**src/rtl/aes_mini_pkg.sv**
```systemverilog
// Shared geometry, state typedef, FSM encoding and cell packing helper for the
// mini-AES round-key datapath.
package aes_mini_pkg;

    localparam int DIM     = 2;
    localparam int CELL_W  = 2;
    localparam int STATE_W = DIM * DIM * CELL_W;

    typedef logic [STATE_W-1:0] state_t;

    typedef enum logic [1:0] {
        IDLE,
        FETCH,
        DONE
    } fsm_t;

    // Slot of 1-based cell (r,c); cell (1,1) sits in the most significant slot
    // and cells are packed column by column.
    function automatic int cell_slot(input int r, input int c, input int dim = DIM);
        return dim * dim - 1 - (dim * (c - 1) + (r - 1));
    endfunction

endpackage

```
**src/rtl/mini_shift_rows.sv**
```systemverilog
// Combinational ShiftRows: row r of the DIM x DIM state rotates left by r-1
// columns. Pure wiring.
module mini_shift_rows #(
    parameter int DIM    = 2,
    parameter int CELL_W = 2
) (
    input  logic [DIM*DIM*CELL_W-1:0] st_in,
    output logic [DIM*DIM*CELL_W-1:0] st_out
);

    for (genvar r = 1; r <= DIM; r++) begin : g_row
        for (genvar c = 1; c <= DIM; c++) begin : g_col
            localparam int SRC_C = ((c - 1) + (r - 1)) % DIM + 1;
            localparam int DST_SLOT = aes_mini_pkg::cell_slot(r, c, DIM);
            localparam int SRC_SLOT = aes_mini_pkg::cell_slot(r, SRC_C, DIM);

            assign st_out[DST_SLOT*CELL_W +: CELL_W] = st_in[SRC_SLOT*CELL_W +: CELL_W];
        end
    end

endmodule

```
**src/rtl/ark_round_sequencer.sv**
```systemverilog
// Runs key whitening plus NUM_ROUNDS AddRoundKey rounds over one state block,
// fetching each round key from the key store over a req/valid handshake.
module ark_round_sequencer #(
    parameter int  DIM        = 2,
    parameter int  CELL_W     = 2,
    parameter int  NUM_ROUNDS = 2,
    parameter int  SHIFT_EN   = 1,
    localparam int STATE_W    = DIM * DIM * CELL_W,
    localparam int IDX_W      = (NUM_ROUNDS > 0) ? $clog2(NUM_ROUNDS + 1) : 1
) (
    input  logic               clk,
    input  logic               rst_n,
    input  logic               in_valid,
    output logic               in_ready,
    input  logic [STATE_W-1:0] in_data,
    output logic               key_req,
    output logic [IDX_W-1:0]   key_idx,
    input  logic               key_valid,
    input  logic [STATE_W-1:0] key_data,
    output logic               out_valid,
    input  logic               out_ready,
    output logic [STATE_W-1:0] out_data,
    input  logic               abort,
    output logic               busy
);

    import aes_mini_pkg::fsm_t;
    import aes_mini_pkg::IDLE;
    import aes_mini_pkg::FETCH;
    import aes_mini_pkg::DONE;

    localparam logic [IDX_W-1:0] LAST_IDX = IDX_W'(NUM_ROUNDS);

    fsm_t               state;
    logic [STATE_W-1:0] st;
    logic [STATE_W-1:0] st_shifted;
    logic [STATE_W-1:0] st_next;

    mini_shift_rows #(
        .DIM    (DIM),
        .CELL_W (CELL_W)
    ) u_shift_rows (
        .st_in  (st),
        .st_out (st_shifted)
    );

    // Round 0 is plain key whitening; later rounds optionally ShiftRows first.
    assign st_next = (((SHIFT_EN != 0) && (key_idx != '0)) ? st_shifted : st) ^ key_data;

    // NOTE: every register below uses <= so all of them update from the same
    // pre-edge values; a blocking = here would let later lines see new values.
    always_ff @(posedge clk or negedge rst_n) begin
        if (!rst_n) begin
            state     <= IDLE;
            st        <= '0;
            in_ready  <= 1'b1;
            key_req   <= 1'b0;
            key_idx   <= '0;
            out_valid <= 1'b0;
            out_data  <= '0;
            busy      <= 1'b0;
        end else if (abort) begin
            state     <= IDLE;
            in_ready  <= 1'b1;
            key_req   <= 1'b0;
            key_idx   <= '0;
            out_valid <= 1'b0;
            busy      <= 1'b0;
        end else begin
            case (state)
                IDLE: begin
                    if (in_valid) begin
                        st       <= in_data;
                        key_idx  <= '0;
                        key_req  <= 1'b1;
                        in_ready <= 1'b0;
                        busy     <= 1'b1;
                        state    <= FETCH;
                    end
                end
                FETCH: begin
                    if (key_valid) begin
                        st <= st_next;
                        if (key_idx == LAST_IDX) begin
                            key_req   <= 1'b0;
                            out_data  <= st_next;
                            out_valid <= 1'b1;
                            state     <= DONE;
                        end else begin
                            key_idx <= key_idx + 1'b1;
                        end
                    end
                end
                DONE: begin
                    if (out_ready) begin
                        out_valid <= 1'b0;
                        in_ready  <= 1'b1;
                        busy      <= 1'b0;
                        state     <= IDLE;
                    end
                end
                default: state <= IDLE;
            endcase
        end
    end

endmodule

```
**config.mk**
```make
export PLATFORM = sky130hd
export DESIGN_NAME = ark_round_sequencer
export DESIGN_NICKNAME = d
export VERILOG_FILES = /design/src/rtl/aes_mini_pkg.sv /design/src/rtl/mini_shift_rows.sv /design/src/rtl/ark_round_sequencer.sv
export SDC_FILE = /design/constraint.sdc
export NUM_CORES = 1
export LEC_CHECK = 0
export BUFFER_PORTS_ARGS = -buffer_cell sky130_fd_sc_hd__buf_2
export CORE_MARGIN = 2
export CORE_UTILIZATION = 40
export CTS_BUF_LIST = sky130_fd_sc_hd__clkbuf_8
export DETAILED_ROUTE_END_ITERATION = 10
export HOLD_SLACK_MARGIN = 0.02
export SYNTH_ARGS = -nofsm -noshare
export SYNTH_HDL_FRONTEND = slang
export SYNTH_HIERARCHICAL = 1
export SYNTH_SLANG_ARGS = --single-unit
```
**constraint.sdc**
```tcl
create_clock -name clk -period 1.7 [get_ports clk]
set_clock_uncertainty 0.05 [all_clocks]
set_input_delay 0.17 -clock clk [delete_from_list [all_inputs] [get_ports clk]]
set_output_delay 0.17 -clock clk [all_outputs]
set_load 0.05 [all_outputs]
```
; ---- After elaboration in Yosys (flattened, before gate mapping)
; Index checks and enable logic that the tools add are counted.
[op_classes]
n_addsub = 1
mul = 0
div = 0
magnitude_cmp = 0
eq_ne = 10
shift = 0
n_mux = 31
n_bitwise = 2
n_reduce_logical = 13
[op_table]
columns = operator, count
row1 = $reduce_and 4->1, 6
row2 = $mux 2, 9
row3 = $mux 8, 2
row4 = $pmux 8 s2, 1
row5 = $ne 3x3->1 const B, 5
row6 = $mux 1, 12
row7 = $reduce_bool 3->1, 3
row8 = $pmux 1 s2, 4
row9 = $xor 8x8->8, 1
row10 = $mux 6, 1
row11 = $pmux 2 s3, 1
row12 = $eq 2x2->1 const B, 2
row13 = $ne 2x2->1 const B, 2
row14 = $pmux 2 s2, 1
row15 = $reduce_bool 2->1, 2
row16 = $reduce_and 3->1, 1
row17 = $add 2x1->2 const B, 1
row18 = $eq 2x1->1 const B, 1
row19 = $logic_not 2->1, 1
row20 = $not 1->1, 1
[totals]
ff_bits = 24
latchBits = 0
ramBits = 0
rom_bits = 0
input_bits = 22
output_inout_bits = 14
word_cells = 65
n_memories = 0

; ---- Logic depth before layout (Yosys ltp)
[depth]
ltp_word = 5
depth_mapped = 6
mapped_depth_nobuf = 5

; ---- Cells and area by module
; The synthesis kept the hierarchy.
[by_module_without_submodules]
columns = module, n_inst, cells_each, area_per_inst_um2, seq_area_each_um2
row1 = ark_round_sequencer, 1, 129, 1320.0, 601.8
row2 = mini_shift_rows, 1, 8, 60.1, 0.0

; ---- Worst setup path before layout
; Ideal clock, no wire load.
[synth_path]
path_kind = reg-to-reg
start = register key_idx[0]
end = register st[0]
setup_time_ns = 0.143
arrival_ns = 1.619
required_time_ns = 1.507
path_slack_ns = -0.112
stages_incl_launch_ff = 7
n_path_buf = 1
synth_period_minus_slack_ns = 1.812
path_cell_list = dfrtp_1 > inv_1 > ha_1 > buf_2 > mux2i_1 > xor2_1 > o221ai_1
[synth_between]
elab_chain_cells = 5
[synth_lines]
columns = element, line_no
row1 = "start, declared", ark_round_sequencer.sv:17  ; output logic [IDX_W-1:0] key_idx,
row2 = "start signal, assigned", ark_round_sequencer.sv:90  ; key_idx <= key_idx + 1'b1;
row3 = $reduce_bool 2->1, ark_round_sequencer.sv:48  ; assign st_next = (((SHIFT_EN != 0) && (key_idx != '0)) ? st_shifted : st) ^ key_data;
row4 = $mux 6, ark_round_sequencer.sv:48
row5 = $xor 8x8->8, ark_round_sequencer.sv:48
row6 = $mux 8, ark_round_sequencer.sv:82  ; if (key_valid) begin
row7 = $pmux 8 s2, ark_round_sequencer.sv:70  ; case (state)
row8 = "end signal, assigned", ark_round_sequencer.sv:73  ; st <= in_data;
row9 = "end signal, assigned", ark_round_sequencer.sv:83  ; st <= st_next;
row10 = "end, declared", ark_round_sequencer.sv:35  ; logic [STATE_W-1:0] st;
; No other way between the ends. The select of a mux whose other input is x is not followed.
; A chain may end at the register's enable or synchronous reset.

==> summary.md <==
| Metric | Value |
|---|---|
| Hold path startpoint | out_ready |
| Area grow syn2layout | 18.0% |
| Routed WL per cell | 13.5 um |
| Gp weighted congestion | 0.724 |
| HP Class | in2reg |
| Final setup viols | 0 |
| Largest cells by area after synthesis | dfrtp_1 42%, mux2i_1 12%, inv_1 6.0% |
| Fin Setup TNS | 0 ps |
| Clock Pin Slew Worst Setup and Hold Paths | 80 ps |
| Non-Filler Cell Area, Final | 0.00163 sq mm |
| Clock Tree Buf Depth | 2 |
| Placed inst area | 0.00154 sq mm |
| Power Density | 841 mW/mm^2 |
| H-tree depth | 1 |
| Router iterations before antenna repair | 4 |
| GRT overflow | 0 |
| CTS tree | yes |
| All-Layer GR Usage | 15.5% |
| Antenna violations before repair | 0 |
| Avg Inst Size Synth | 10.1 sq um |
| Required @ worst endpoint | 1780 ps |
| Crit Path Category | reg2reg |
| Endpoint class of the critical path | register |
| Final wirelength | 2910 um |
| Slew headroom | 64.0% |
| Most frequent cells in the layout | 35 x buf_2, 23 x inv_1, 21 x dfrtp_1 |
| Most common cell after layout, fill and taps aside | buf_2 |
| Number of routed nets with antenna violations | 0 |
| Status | finished clean |
| Ant diodes | 0 |
| Synth area leader | dfrtp_1 |
| CTS buffer count | 3 |
| Post-Syn Area | 0.00138 sq mm |
| First-pass GRT wire length | 4810 um |
| Netlist cell types | 31 |
| Synth top area share | 41.7% |
| Worst-Skew Late Latency | 260 ps |
| Core Util, Final | 48.8% |
| Pin count of the biggest net entering global routing | 25 |
| Slew Limit Fails | 0 |
| FP Rows | 21 |
| Layout cell share with drive strength beyond 1 | 31.8% |
| Vias in the first global route | 1003 |
| Worst VDD drop | 0.520 mV |
| Mapped Cells | 137 |
| Syn nets | 161 |
| Clock root buffer | clkbuf_8 |
| Die W | 62.7 um |
| Static leakage | 0.866 nW |
| Die Area | 0.00394 sq mm |
| Final period util | 94.4% |
| Post-DP HPWL | 2080 um |
| Die H | 62.7 um |
| DR vias | 1065 |
| Max-cap violations | 0 |
| Critical Path AT | 1690 ps |
| Starting Density | 41.4% |
| Final nets | 195 |
| PortBufs | 35 |
| Worst Tran Pin Value | 539 ps |
| Number of synthesis warnings | 6 |
| CP Launch Point | key_idx[0] |
| Crit start category | register |
| Worst R2R Start | key_idx[0] |
| Initial DRC count | 24 |
| Share of the yosys chip area belonging to registers | 43.6% |
| I/O pins | 36 |
| Hold_ws | 60.2 ps |
| Fmax | 623 MHz |
| Final count of hold timing violations | 0 |
| RSZ-0062 raised after global routing | false |
| Final min period | 1600 ps |
| Via density | 4.93 |
| Clk sinks | 24 |
| Worst Path Max Fanout | 5 |
| Seq cells post-synth | 24 |
| # DRC | 0 |
| Core Box Area | 0.00334 sq mm |
-- stage by stage --
step	cells	worst slack [ps]	total power [mW]
after CTS	214	49.3	1.37
final	216	96.0	1.37
after floorplan	137	27.3	0.986
after global placement	209	103	1.02
after detailed placement	209	75.7	1.03
after global routing	216	0.834	1.46
-- logic make-up (layout without fill, tap and decap cells) --
family,Yosys count,in the layout,synth area share (%)
multiplexers,17,17,12.7
flip-flops,24,24,43.6
AND/OR/NAND/NOR,28,28,11.8
adder cells (fa/ha/maj),2,2,1.81
AO/OA/AOI/OAI,22,22,11.0
buffers and inverters,36,69,14.1
XOR/XNOR,8,8,5.08
-- worst max-delay path, cell delays in order, from the launching register on --
cell      delay [ps]
dfrtp_2          420
inv_1             80
ha_2             200
buf_6            140
mux2i_1          230
xor2_1           230
o221ai_1         130
-- cell usage after synthesis, drive strengths merged --
cell     n
nor3     1
nor2b    1
buf     13
ha       2
or3      2
xor2     8
o221ai   8
inv     22
or2b     1
o21ai    3
nand4    9
and2     1
dfstp    1
and3     1
nand2    5
o211ai   1
nand3    1
mux2     1
nand2b   2
clkbuf   1
o21bai   1
nand3b   2
o41ai    1
mux2i   16
a31oi    2
a21oi    6
dfrtp   23
nor2     2
-- state kept, by name, indices dropped and copies added (netlist names) --
register / flops
in_ready: 1
out_valid: 1
state: 2
busy: 1
out_data: 8
key_req: 1
key_idx: 2
st: 8
-- layout make-up --
type                    count  area (sq um)
multi-input cells          77           594
inverters                  22          82.6
fillers                   340          1710
repair buffers             43           245
flip-flops and latches     24           604
well taps                  46          57.6
clock buffers               3          41.3
clock inverters             1          3.75
-- worst paths after layout --
check | to | slack (ps) | cells after the start
setup / recovery | st[2] | 100 | 6
hold / removal | state[1] | 60 | 2
setup reg to reg | st[2] | 100 | 6
hold reg to reg | out_data[4] | 470 | 2
max in group asynchronous | key_idx[0] | 830 | 2
min in group asynchronous | out_data[1] | 380 | 2
-- metal layers --
layer	routed length, um	global-route usage (%)
met5	0	0
met4	12	2.50
met3	132	3.60
met2	1370	25.7
met1	1390	20.9
-- report_power, final --
part	switching (mW)	total [mW]	leakage [nW]	internal, mW
clock network	0.174	0.335	0.0269	0.161
logic	0.207	0.354	0.568	0.148
registers	0.0490	0.680	0.270	0.631
total	0.429	1.37	0.866	0.940
-- repair_timing --
| item | CTS | global route |
|---|---|---|
| hold buffers | 1 | 0 |
| endpoints found under the hold margin | 23 | 0 |
| setup buffers | 0 | 2 |
| setup endpoints to repair | 0 | 9 |
| resized for setup | 0 | 5 |
No activity file was read; power rests on OpenSTA's default activity.
